## src/rtl/issuer_pkg.sv

```systemverilog
// Shared constants, FSM state encoding and the R-type packing helper for the
// instruction issue unit.
package issuer_pkg;

  localparam logic [5:0]  OP_RTYPE  = 6'h00;
  localparam logic [5:0]  FUNCT_ADD = 6'h20;
  localparam logic [5:0]  FUNCT_SUB = 6'h22;
  localparam logic [5:0]  FUNCT_AND = 6'h24;
  localparam logic [5:0]  FUNCT_OR  = 6'h25;
  localparam logic [5:0]  FUNCT_SLT = 6'h2A;
  localparam logic [31:0] NOP_INSTR = 32'h0000_0000;

  typedef enum logic [1:0] {
    IDLE  = 2'd0,
    ISSUE = 2'd1,
    STALL = 2'd2
  } issue_state_e;

  function automatic logic [31:0] pack_rtype(
    input logic [5:0] opcode,
    input logic [4:0] rs,
    input logic [4:0] rt,
    input logic [4:0] rd,
    input logic [4:0] shamt,
    input logic [5:0] funct
  );
    return {opcode, rs, rt, rd, shamt, funct};
  endfunction

endpackage

```

## src/rtl/issue_fifo.sv

```systemverilog
// Synchronous first-word-fall-through FIFO holding packed instruction words.
// dout always shows the head entry; it is meaningless while empty is high.
module issue_fifo #(
  parameter int DEPTH = 4,
  parameter int W     = 32
) (
  input  logic         clk,
  input  logic         reset,
  input  logic         push,
  input  logic         pop,
  input  logic [W-1:0] din,
  output logic [W-1:0] dout,
  output logic         full,
  output logic         empty
);

  localparam int AW = $clog2(DEPTH);
  localparam logic [AW:0] PTR_ONE = 1;

  logic [W-1:0] mem [DEPTH];
  logic [AW:0]  wr_ptr;
  logic [AW:0]  rd_ptr;

  // Pointers carry one extra wrap bit so full and empty are distinguishable.
  assign empty = (wr_ptr == rd_ptr);
  assign full  = (wr_ptr[AW] != rd_ptr[AW]) && (wr_ptr[AW-1:0] == rd_ptr[AW-1:0]);
  assign dout  = mem[rd_ptr[AW-1:0]];

  always_ff @(posedge clk) begin
    if (reset) begin
      wr_ptr <= '0;
      rd_ptr <= '0;
    end else begin
      if (push && !full)
        wr_ptr <= wr_ptr + PTR_ONE;
      if (pop && !empty)
        rd_ptr <= rd_ptr + PTR_ONE;
    end
  end

  always_ff @(posedge clk) begin
    if (push && !full)
      mem[wr_ptr[AW-1:0]] <= din;
  end

endmodule

```

## src/rtl/instr_issue_unit.sv

```systemverilog
// Packs R-type fields into MIPS words, queues them and issues one per cycle to the
// datapath, capturing each result with its rd. Optional opcode check: ISSUER_OPCHK_EN.
module instr_issue_unit
  import issuer_pkg::*;
#(
  parameter int FIFO_DEPTH = 4,
  parameter int CNT_W      = 16
) (
  input  logic             clk,
  input  logic             reset,
  input  logic             in_valid,
  output logic             in_ready,
  input  logic [5:0]       in_opcode,
  input  logic [4:0]       in_rs,
  input  logic [4:0]       in_rt,
  input  logic [4:0]       in_rd,
  input  logic [4:0]       in_shamt,
  input  logic [5:0]       in_funct,
  input  logic             stall,
  output logic [31:0]      instruction,
  output logic             instr_valid,
  input  logic [31:0]      result,
  output logic             res_valid,
  output logic [31:0]      res_data,
  output logic [4:0]       res_rd,
  output logic [CNT_W-1:0] issued_count,
  output logic             err_pulse,
  output logic [1:0]       debug_state
);

  localparam logic [CNT_W-1:0] CNT_ONE = 1;

  issue_state_e state_q;
  issue_state_e state_d;
  logic [31:0]  packed_word;
  logic [31:0]  fifo_dout;
  logic         fifo_full;
  logic         fifo_empty;
  logic         accept;
  logic         op_ok;
  logic         push;
  logic         pop;

  // Handshake: a field set transfers on a rising edge where in_valid && in_ready;
  // in_ready depends only on FIFO occupancy, so a full FIFO refuses even when popping.
  assign in_ready    = !fifo_full;
  assign accept      = in_valid && !fifo_full;
  assign push        = accept && op_ok;
  assign packed_word = pack_rtype(in_opcode, in_rs, in_rt, in_rd, in_shamt, in_funct);
  assign debug_state = state_q;

  issue_fifo #(
    .DEPTH (FIFO_DEPTH),
    .W     (32)
  ) u_fifo (
    .clk   (clk),
    .reset (reset),
    .push  (push),
    .pop   (pop),
    .din   (packed_word),
    .dout  (fifo_dout),
    .full  (fifo_full),
    .empty (fifo_empty)
  );

  always_comb begin
    state_d = state_q;
    pop     = 1'b0;
    case (state_q)
      IDLE, STALL: begin
        if (!stall) begin
          if (!fifo_empty) begin
            pop     = 1'b1;
            state_d = ISSUE;
          end else begin
            state_d = IDLE;
          end
        end
      end
      ISSUE: begin
        // The word already on instruction completes; stall only blocks the next pop.
        if (stall)
          state_d = STALL;
        else if (!fifo_empty)
          pop = 1'b1;
        else
          state_d = IDLE;
      end
      default: state_d = IDLE;
    endcase
  end

  always_ff @(posedge clk) begin
    if (reset) begin
      state_q      <= IDLE;
      instruction  <= NOP_INSTR;
      instr_valid  <= 1'b0;
      res_valid    <= 1'b0;
      res_data     <= '0;
      res_rd       <= '0;
      issued_count <= '0;
    end else begin
      state_q     <= state_d;
      instruction <= pop ? fifo_dout : NOP_INSTR;
      instr_valid <= pop;
      res_valid   <= instr_valid;
      if (instr_valid) begin
        res_data <= result;
        res_rd   <= instruction[15:11];
      end
      if (pop)
        issued_count <= issued_count + CNT_ONE;
    end
  end

`ifdef ISSUER_OPCHK_EN
  assign op_ok = (in_opcode == OP_RTYPE);

  always_ff @(posedge clk) begin
    if (reset)
      err_pulse <= 1'b0;
    else
      err_pulse <= accept && !op_ok;
  end
`else
  assign op_ok     = 1'b1;
  assign err_pulse = 1'b0;
`endif

endmodule
```

## config.mk

```make
export PLATFORM = sky130hd
export DESIGN_NAME = instr_issue_unit
export DESIGN_NICKNAME = d
export VERILOG_FILES = /design/src/rtl/issuer_pkg.sv /design/src/rtl/issue_fifo.sv /design/src/rtl/instr_issue_unit.sv
export SDC_FILE = /design/constraint.sdc
export NUM_CORES = 1
export LEC_CHECK = 0
export ABC_CLOCK_PERIOD_IN_PS = 2300
export BUFFER_PORTS_ARGS = -buffer_cell sky130_fd_sc_hd__buf_2
export CAP_MARGIN = 5
export CORE_MARGIN = 2
export CORE_UTILIZATION = 30
export DETAILED_ROUTE_END_ITERATION = 6
export MAX_ROUTING_LAYER = met4
export PLACE_DENSITY = 0.56
export SLEW_MARGIN = 25
export SYNTH_ARGS = -nofsm -noshare
export SYNTH_HDL_FRONTEND = slang
export SYNTH_SLANG_ARGS = --single-unit
export TNS_END_PERCENT = 5
```

## constraint.sdc

```tcl
create_clock -name clk -period 2.3 [get_ports clk]
set_clock_uncertainty 0.15 [all_clocks]
set_input_delay 0.23 -clock clk [delete_from_list [all_inputs] [get_ports clk]]
set_output_delay 0.23 -clock clk [all_outputs]
set_load 0.01 [all_outputs]
```

# After elaboration in Yosys (flattened, before gate mapping)

Memories as Yosys holds them, arrays and structs flattened. A register that Yosys moved wholly into a read port is not among the register bits.
Cells that the tools add are included.

Add/subtract/negate cells: 3
Equality and inequality tests: 7
Mux-type cells: 10
Bitwise gates (word level): 1
Reductions and logical operators: 11

Operator list:

| kind                                                | count |
|---|---|
| adder 16 x 1 -> 16 bit, second input constant       | 1 |
| adder 3 x 1 -> 3 bit, second input constant         | 2 |
| 2-to-1 mux 1 bit                                    | 6 |
| 2-to-1 mux 2 bit                                    | 3 |
| logical AND 1 bit                                   | 4 |
| one-hot mux 2 bit (2 select lines)                  | 1 |
| OR reduction 2 bit                                  | 2 |
| equality test 3 bit                                 | 1 |
| != test 3 bit, second input constant                | 1 |
| OR reduction 3 bit                                  | 1 |
| equality test 2 x 1 -> 1 bit, second input constant | 1 |
| equality test 2 bit                                 | 1 |
| equality test 2 bit, second input constant          | 1 |
| zero test 1 bit                                     | 2 |
| zero test 2 bit                                     | 1 |
| != test 2 bit, second input constant                | 1 |
| AND reduction 2 bit                                 | 1 |
| != test 1 bit                                       | 1 |
| inverter 1 bit                                      | 1 |

Bits in registers: 63
RAM bits: 128
Input bits: 68
Output and inout port bits: 91
Logic and storage cells: 41
Memories: 1

Memory list:

| memory     | words | bits a word | rd ports | clocked after Yosys merged registers in | wr ports | line             | text |
|---|---|---|---|---|---|---|---|
| u_fifo.mem | 4     | 32          | 1        | 1                                       | 1        | issue_fifo.sv:20 | `logic [W-1:0] mem [DEPTH];` |

# Logic depth before layout (Yosys ltp)

Gate-level depths: netlist (run 1).

Depth after elaboration: 7
Gate-level depth with buffers: 7
Depth with buffers taken out: 4

# Modules after synthesis

A second synthesis (run 1) with hierarchy kept.

Cell total of the unflattened synthesis: 521
Area, all modules: 8,202.9 um^2

By module, submodules not included:

| module           | instances | cells each | area each (um^2) | seq. area each (um^2) |
|---|---|---|---|---|
| issue_fifo       | 1         | 235        | 5,177.5          | 4,003.8 |
| instr_issue_unit | 1         | 286        | 3,025.4          | 1,781.7 |

# Least setup slack after synthesis (run 1)

No wires, ideal clock.

Kind: register to register
From: register u_fifo.rd_ptr[1]
To: memory u_fifo.mem[3][0], enable pin
Library setup time: 0.393 ns
Arrival time: 1.774 ns
Required time: 1.757 ns
Setup slack: -0.017 ns
Stages on the path, launching flop included: 5
Path buffers: 1
Clock period less this slack: 2.317 ns
Cell sequence: dfxtp_1 > buf_4 > xor2_2 > o31a_1 > and2_1

Longest elaborated chain between the ends: 7

RTL lines:

| what                                       | line                                     | text |
|---|---|---|
| start, declared                            | issue_fifo.sv:22                         | `logic [AW:0] rd_ptr;` |
| start signal, assigned                     | issue_fifo.sv:37                         | `rd_ptr <= rd_ptr + PTR_ONE;` |
| equality test 2 bit (*)                    | issue_fifo.sv:26                         | `assign full = (wr_ptr[AW] != rd_ptr[AW]) && (wr_ptr[AW-1:0] == rd_ptr[AW-1:0]);` |
| logical AND 1 bit (*)                      | issue_fifo.sv:26                         |  |
| zero test 1 bit (*)                        | issue_fifo.sv:42, instr_issue_unit.sv:47 |  |
| logical AND 1 bit                          | instr_issue_unit.sv:47                   | `assign accept = in_valid && !fifo_full;` |
| logical AND 1 bit (*)                      | issue_fifo.sv:42                         | `if (push && !full)` |
| 2-to-1 mux 1 bit (*)                       | issue_fifo.sv:42                         |  |
| 2-to-1 mux 1 bit (not written as such) (*) | issue_fifo.sv:43                         | `mem[wr_ptr[AW-1:0]] <= din;` |
| end, declared                              | issue_fifo.sv:20                         |  |

Every way passes the cells marked *; elsewhere a longest branch is shown, timed or not.

# Worst setup path in the final report (run 1)

From: register u_fifo.wr_ptr[1]
To: output in_ready

Longest elaborated chain between the ends: 3

RTL lines:

| what                   | line                   | text |
|---|---|---|
| start, declared        | issue_fifo.sv:21       | `logic [AW:0] wr_ptr;` |
| start signal, assigned | issue_fifo.sv:35       | `wr_ptr <= wr_ptr + PTR_ONE;` |
| equality test 2 bit    | issue_fifo.sv:26       |  |
| logical AND 1 bit      | issue_fifo.sv:26       |  |
| zero test 1 bit        | instr_issue_unit.sv:46 | `assign in_ready = !fifo_full;` |
| end, declared          | instr_issue_unit.sv:12 | `output logic in_ready,` |

Every way passes these cells.

==> results of run 1 <==
-- area by class of cell --
| cell class | instances | area (sq um) | area share |
|---|---|---|---|
| Clock inverter | 12 | 123.9 | 0.01146 |
| Sequential cell | 223 | 5749 | 0.5321 |
| Multi-Input combinational cell | 238 | 2125 | 0.1966 |
| Tap cell | 335 | 419.2 | 0.03879 |
| Antenna cell | 1 | 2.502 | 0.0002316 |
| Inverter | 7 | 26.28 | 0.002432 |
| Timing Repair Buffer | 245 | 1689 | 0.1563 |
| Clock buffer | 32 | 670.6 | 0.06207 |
-- final timing paths --
| path | to | slack, ns |
|---|---|---|
| worst min-delay path | u_fifo.wr_ptr[2] | 0.16 |
| worst max register to register | instruction[30] | 0.30 |
| worst min register to register | res_valid | 0.33 |
| worst max-delay path | in_ready | 0.28 |
-- synthesized netlist by cell type, drive strengths merged --
| library cell | count | area [sq um] |
|---|---|---|
| or3 | 7 | 43.79 |
| mux2 | 1 | 11.26 |
| or2b | 1 | 7.510 |
| o21ai | 7 | 35.03 |
| and2 | 36 | 225.2 |
| and4 | 2 | 17.52 |
| mux2i | 40 | 400.4 |
| nand2 | 4 | 15.01 |
| xor2 | 5 | 58.81 |
| o311ai | 1 | 8.760 |
| o31a | 1 | 8.760 |
| nand3 | 7 | 35.03 |
| o31ai | 9 | 72.57 |
| dfxtp | 95 | 1902 |
| mux4 | 32 | 720.7 |
| nor2 | 47 | 176.4 |
| nor2b | 2 | 12.51 |
| a21oi | 15 | 75.07 |
| inv | 7 | 26.28 |
| or4 | 8 | 60.06 |
| ha | 6 | 75.07 |
| edfxtp | 128 | 3844 |
| xnor2 | 3 | 26.28 |
| clkbuf | 14 | 52.55 |
| nand4 | 1 | 6.260 |
| buf | 12 | 75.07 |
| conb | 1 | 3.750 |
| nor3b | 1 | 7.510 |
| nor4 | 1 | 6.260 |
-- state kept, by name (all words and copies together), names as in the netlist --
| register | flops |
|---|---|
| debug_state | 2 |
| instr_valid | 1 |
| u_fifo.mem | 128 |
| res_rd | 5 |
| u_fifo.rd_ptr | 3 |
| issued_count | 16 |
| res_valid | 1 |
| instruction | 32 |
| u_fifo.wr_ptr | 3 |
| res_data | 32 |
-- kinds of logic after synthesis --
kind of cell / count (synthesis)
compound gates: 33
xor+xnor: 8
fa+ha+maj: 6
buf+inv: 33
flops: 223
mux: 73
other cells: 1
simple gates: 117
-- critical path: stages, from the launching register on --
cell and delay (ns):
sky130_fd_sc_hd__dfxtp_1 0.37, sky130_fd_sc_hd__xor2_2 0.22, sky130_fd_sc_hd__or3_1 0.37, sky130_fd_sc_hd__buf_2 0.16
-- routing by layer --
layer,global-route usage,up-vias,share of wire
li1,-,2321,-
met1,0.1645,2341,0.44
met2,0.2084,171,0.46
met5,-,-,0
met4,0.02911,0,0.020
met3,0.02860,30,0.072
-- metrics by stage --
stage               cell area, sq um  hold slack, ns  setup TNS (ns)
floorplan                       8010          0.1789         -0.3660
global placement                9280          0.3011               0
detailed placement              9280          0.3045               0
CTS                            10800          0.1446               0
global route                   10810          0.1924               0
finish                         10810          0.1647               0
-- power groups by stage --
stage / combinational, mW / sequential, mW / clock [mW]
after detailed placement: 1.24 / 4.66 / 0
after CTS: 1.34 / 4.58 / 3.96
after floorplan: 0.752 / 4.70 / 0
after global routing: 1.44 / 4.60 / 4.10
after global placement: 1.24 / 4.66 / 0
final: 1.31 / 4.58 / 3.82
==> impl_metrics.py, run 1 <==
metrics = {
    "placement": {
        "gp_routability_congestion": 0.6862,
        "numPlacedInstances": 976,
        "dpl_worst_slack_ns": 0.07179,
        "hpwlAfterDp_um": 10710,
        "buffer_ports.inserted": 157,
    },
    "timing": {
        "timing.final.hold_violations": 0,
        "maxSlewHeadroom": 0.5169,
        "worst_max_slew_pin_slew_ns": 0.7247,
        "crit_path_setup_slack_layout_ns": 0.2790,
        "period_minus_ws_final_ns": 2.021,
        "maxClockFrequency_mhz": 494.8,
        "finalSetupViolations": 0,
        "timing.final.crit_share": 0.8787,
        "final-max-slew-violation-count": 0,
        "grt_setup_unrepaired": "no",
    },
    "drt": {
        "detail-route-antenna-nets": 0,
        "drc": 21,
        "routed_wirelength_normalized_by_instance_count_um": 16.15,
        "route.final.wire_length_um": 17650,
        "dr.pass1.iters": 7,
        "routed_via_density": 4.449,
        "vias": 4863,
        "drt_iter0_drc": 267,
    },
    "power": {
        "internal_power_mw": 7.417,
        "total_switching_power_mw": 2.286,
        "p_per_area_nw_per_um2": 898.0,
        "total_power_mw": 9.703,
        "p_comb_frac": 0.135,
        "pwr-share-seq": 0.472,
        "power_share_of_the_clock_group": 0.393,
        "leakagePower_nw": 4.116,
        "peak_supply_drop_mv": 0.5013,
        "switching_share": 0.2356,
    },
    "cells_and_area": {
        "layout.cells.most_common": "sky130_fd_sc_hd__buf_2",
        "syn2layout_area_growth_pct": 34.92,
        "final_net_count": 813,
        "post_route_cells_drive_above_1_share": 0.3355,
        "utilization": 0.4135,
        "commonest_non_fill_non_tap_cells_in_the_layout": "157 x sky130_fd_sc_hd__buf_2, 128 x sky130_fd_sc_hd__edfxtp_1, 92 x sky130_fd_sc_hd__dfxtp_1",
        "stdcell_count": 1093,
        "layout.filler_cells": 2400,
    },
    "yosys": {
        "synth.avg_cell_area_sq_um": 16.21,
        "synth.lib_cells_used.distinct": 35,
        "netlist_instances": 494,
        "postSynthNetCount": 568,
        "synth-xor-area-share": 0.01062,
        "ys_warns": 0,
        "multiplexer_share_of_the_synthesized_area": 0.1414,
        "complex_gate_fraction_of_the_synthesized_area": 0.02500,
        "dominant_combinational_cell_family_by_area_after_synthesis": "multiplexers",
        "post_synth_fa_ha_maj_area_fraction": 0.009374,
        "synthSimpleGateAreaFrac": 0.07655,
        "yosys_reg_bits": 223,
        "seq_total_area_yosys": 0.7174,
        "netlist_area_sq_um": 8009,
    },
    "clock_tree": {
        "cts.repair_timing.setup_buffer_count": 0,
        "clock_path_buffers": 3,
        "clock_insertion_delay_worst_skew_ns": 0.52,
        "post_cts_resize_count": 0,
        "cts_sinks": 223,
        "cts-htree-levels": 1,
        "cts_tree": "built",
        "cts.hold.buffers_added": 72,
        "cts_made_buffers": 24,
        "root_buffer": "sky130_fd_sc_hd__clkbuf_16",
        "cts.clk_slew.worst_paths_ns": 0.06,
    },
    "worst_hold_path": {
        "timing.hold.worst.start": "in_valid",
        "timing.hold.worst_path_depth": 5,
        "holdCritPathClass": "primary input to flip-flop",
    },
    "worst_setup_path": {
        "reg2regPathDepth": 3,
        "path_class": "flip-flop to output pin",
        "cp_max_fo": 5,
        "cp.arrival_ns": 1.64,
        "setup.worst_path.start": "u_fifo.wr_ptr[1]",
        "r2r_start": "u_fifo.rd_ptr[0]",
        "timing.critical_path.to_type": "output pin",
        "crit_path_start_kind": "flip-flop",
        "worst_ep_required_time_ns": 1.92,
    },
    "grt": {
        "globalRouteOverflowTotal": 0,
        "grt_max_degree": 50,
        "first_global_vias": 4947,
        "grt_first_pass_wirelength_um": 27610,
        "gr-usage-all-layers": 0.1280,
        "antenna_violations_before_repair": 1,
    },
    "die": {
        "core-area_sq_um": 26130,
        "floorplan.die_area_sq_um": 28020,
        "row_count": 59,
        "io-pin-count": 159,
        "die_x_um": 167.4,
        "die_y_um": 167.4,
        "starting_utilization_of_the_core_area": 0.3065,
    },
    "run": {
        "max_capacitance_violation_total": 0,
    },
    "run_status": {
        "run_status": "finished, violations left",
        "violations": "DRC",
    },
}
(Power assumes the default switching activity.)
==> run 2: changes to the inputs <==
Settings changed: CORE_ASPECT_RATIO set to 1.1.
==> run 2 against run 1 <==
Effect of this change: the run now ends clean; global-route usage barely moved; die area hardly changed; final area down 0.93%; clock power down 9.2%; wire length shrank 1.8%; count of clock-buffer cells in the layout stayed put; first-iteration DRC count is 30% lower; worst setup slack worse by 0.14 ns; fmax decreased by 6.5%; largest cell class unchanged; largest power group unchanged.
==> impl_metrics.py, run 2 (synthesized netlist as in run 1, its figures left out) <==
metrics = {
    "worst_setup_path": {
        "crit_path_start_kind": "flip-flop",
        "critPathSlowestCell": "sky130_fd_sc_hd__or3_1",
        "cp_max_fo": 5,
        "cp.arrival_ns": 1.78,
        "crit_path_cell_trace": "xor2_2 > buf_4 > or3_1 > buf_2",
        "crit_buf_inv": 2,
        "crit_path_max_incr_delay_ns": 0.39,
        "timing.critical_path.to_type": "output pin",
        "critical-path-top-delay-family": "simple AND/OR/NAND/NOR gates",
        "path_class": "flip-flop to output pin",
        "worst_ep_required_time_ns": 1.92,
    },
    "clock_tree": {
        "clock_insertion_delay_worst_skew_ns": 0.51,
        "clock_path_buffers": 3,
        "post_cts_resize_count": 0,
        "cts-htree-levels": 1,
        "root_buffer": "sky130_fd_sc_hd__clkbuf_16",
        "cts.repair_timing.setup_buffer_count": 0,
        "cts.clk_slew.worst_paths_ns": 0.06,
        "cts_sinks": 223,
        "cts_made_buffers": 24,
        "cts_tree": "built",
        "cts.hold.buffers_added": 66,
    },
    "power": {
        "p_per_area_nw_per_um2": 874.1,
        "leakagePower_nw": 4.043,
        "pwr-share-seq": 0.489,
        "total_switching_power_mw": 2.233,
        "power_share_of_the_clock_group": 0.370,
        "switching_share": 0.2386,
        "internal_power_mw": 7.125,
        "peak_supply_drop_mv": 0.5862,
        "p_comb_frac": 0.141,
    },
    "timing": {
        "final-max-slew-violation-count": 0,
        "crit_path_setup_slack_layout_ns": 0.1392,
        "grt_setup_unrepaired": "no",
        "maxClockFrequency_mhz": 462.8,
        "maxSlewHeadroom": 0.4657,
        "period_minus_ws_final_ns": 2.161,
        "timing.final.crit_share": 0.9395,
        "timing.final.hold_violations": 0,
        "finalSetupViolations": 0,
        "hold-worst-slack_ns": 0.1632,
        "worst_max_slew_pin_slew_ns": 0.7996,
    },
    "grt": {
        "grt_max_degree": 43,
        "gr-usage-all-layers": 0.1279,
        "grt_first_pass_wirelength_um": 27580,
        "antenna_violations_before_repair": 0,
        "first_global_vias": 5042,
        "globalRouteOverflowTotal": 0,
    },
    "die": {
        "row_count": 62,
        "die_x_um": 159.8,
        "io-pin-count": 159,
        "core-area_sq_um": 26220,
        "die_y_um": 175.4,
        "starting_utilization_of_the_core_area": 0.3054,
        "floorplan.die_area_sq_um": 28020,
    },
    "drt": {
        "vias": 4821,
        "routed_wirelength_normalized_by_instance_count_um": 15.69,
        "drc": 0,
        "route.final.wire_length_um": 17340,
        "drt_iter0_drc": 188,
        "detail-route-antenna-nets": 0,
        "dr.pass1.iters": 6,
        "routed_via_density": 4.363,
    },
    "cells_and_area": {
        "ff_latch_area_sq_um": 5749,
        "post_route_cells_drive_above_1_share": 0.3293,
        "syn2layout_area_growth_pct": 33.67,
        "layout.filler_cells": 2457,
        "final_net_count": 809,
        "largest_register_ff_count": 128,
        "layout.cells.most_common": "sky130_fd_sc_hd__buf_2",
        "commonest_non_fill_non_tap_cells_in_the_layout": "157 x sky130_fd_sc_hd__buf_2, 128 x sky130_fd_sc_hd__edfxtp_1, 92 x sky130_fd_sc_hd__dfxtp_1",
        "antenna_cells": 0,
        "multiInputGateArea_sq_um": 2138,
    },
    "run_status": {
        "run_status": "finished, final reports clean",
    },
    "run": {
        "max_capacitance_violation_total": 0,
    },
    "placement": {
        "buffer_ports.inserted": 157,
        "dpl_worst_slack_ns": 0.2061,
        "hpwlAfterDp_um": 10500,
        "gp_routability_congestion": 0.6943,
    },
    "worst_hold_path": {
        "holdCritPathClass": "primary input to flip-flop",
    },
}
run 2: per-layer routing:
metal	track usage	wire, um	vias up
li1	-	-	2318
met1	0.1633	7867	2325
met2	0.2089	8121	157
met3	0.02645	1054	21
met4	0.03378	293	0
met5	-	0	-
run 2: worst paths after layout:
path,endpoint,from,depth (start not counted),slack (ns)
setup / recovery,in_ready,u_fifo.wr_ptr[1],4,0.14
hold reg to reg,res_rd[1],instruction[12],2,0.33
setup reg to reg,issued_count[15],debug_state[0],4,0.29
hold / removal,u_fifo.wr_ptr[2],in_valid,5,0.16
run 2: worst reg2reg max path: stages (launching register included):
cell and delay, ns:
sky130_fd_sc_hd__dfxtp_1 0.33, sky130_fd_sc_hd__a21oi_1 0.38, sky130_fd_sc_hd__o311ai_2 0.33, sky130_fd_sc_hd__nor4_1 0.37, sky130_fd_sc_hd__mux2_1 0.35
run 2: through the flow:
step                power [mW]  cell area (sq um)  setup TNS [ns]  std cells    util
floorplan                5.453               8010         -0.3660        494       -
global placement         5.916               9330               0        995  0.3558
detailed placement       5.925               9338               0        995  0.3561
CTS                      9.533              10710               0       1105  0.4083
global route             9.817              10710               0       1105  0.4083
finish                   9.358              10710               0       1105  0.4083
run 2: layout make-up:
cell class	count	share of cell area
clock inverter	12	0.005143
inverter	7	0.002454
timing repair buffer	241	0.1536
sequential	223	0.5370
tap	352	0.04114
multi-input combinational	238	0.1997
clock buffer	32	0.06089
run 2: power groups by stage:
| stage | Clock [mW] | Sequential, mW | Combinational (mW) |
|---|---|---|---|
| finish | 3.47 | 4.57 | 1.32 |
| global route | 3.77 | 4.60 | 1.45 |
| CTS | 3.60 | 4.58 | 1.36 |
| detailed placement | 0 | 4.66 | 1.27 |
| global placement | 0 | 4.65 | 1.26 |
| floorplan | 0 | 4.70 | 0.752 |
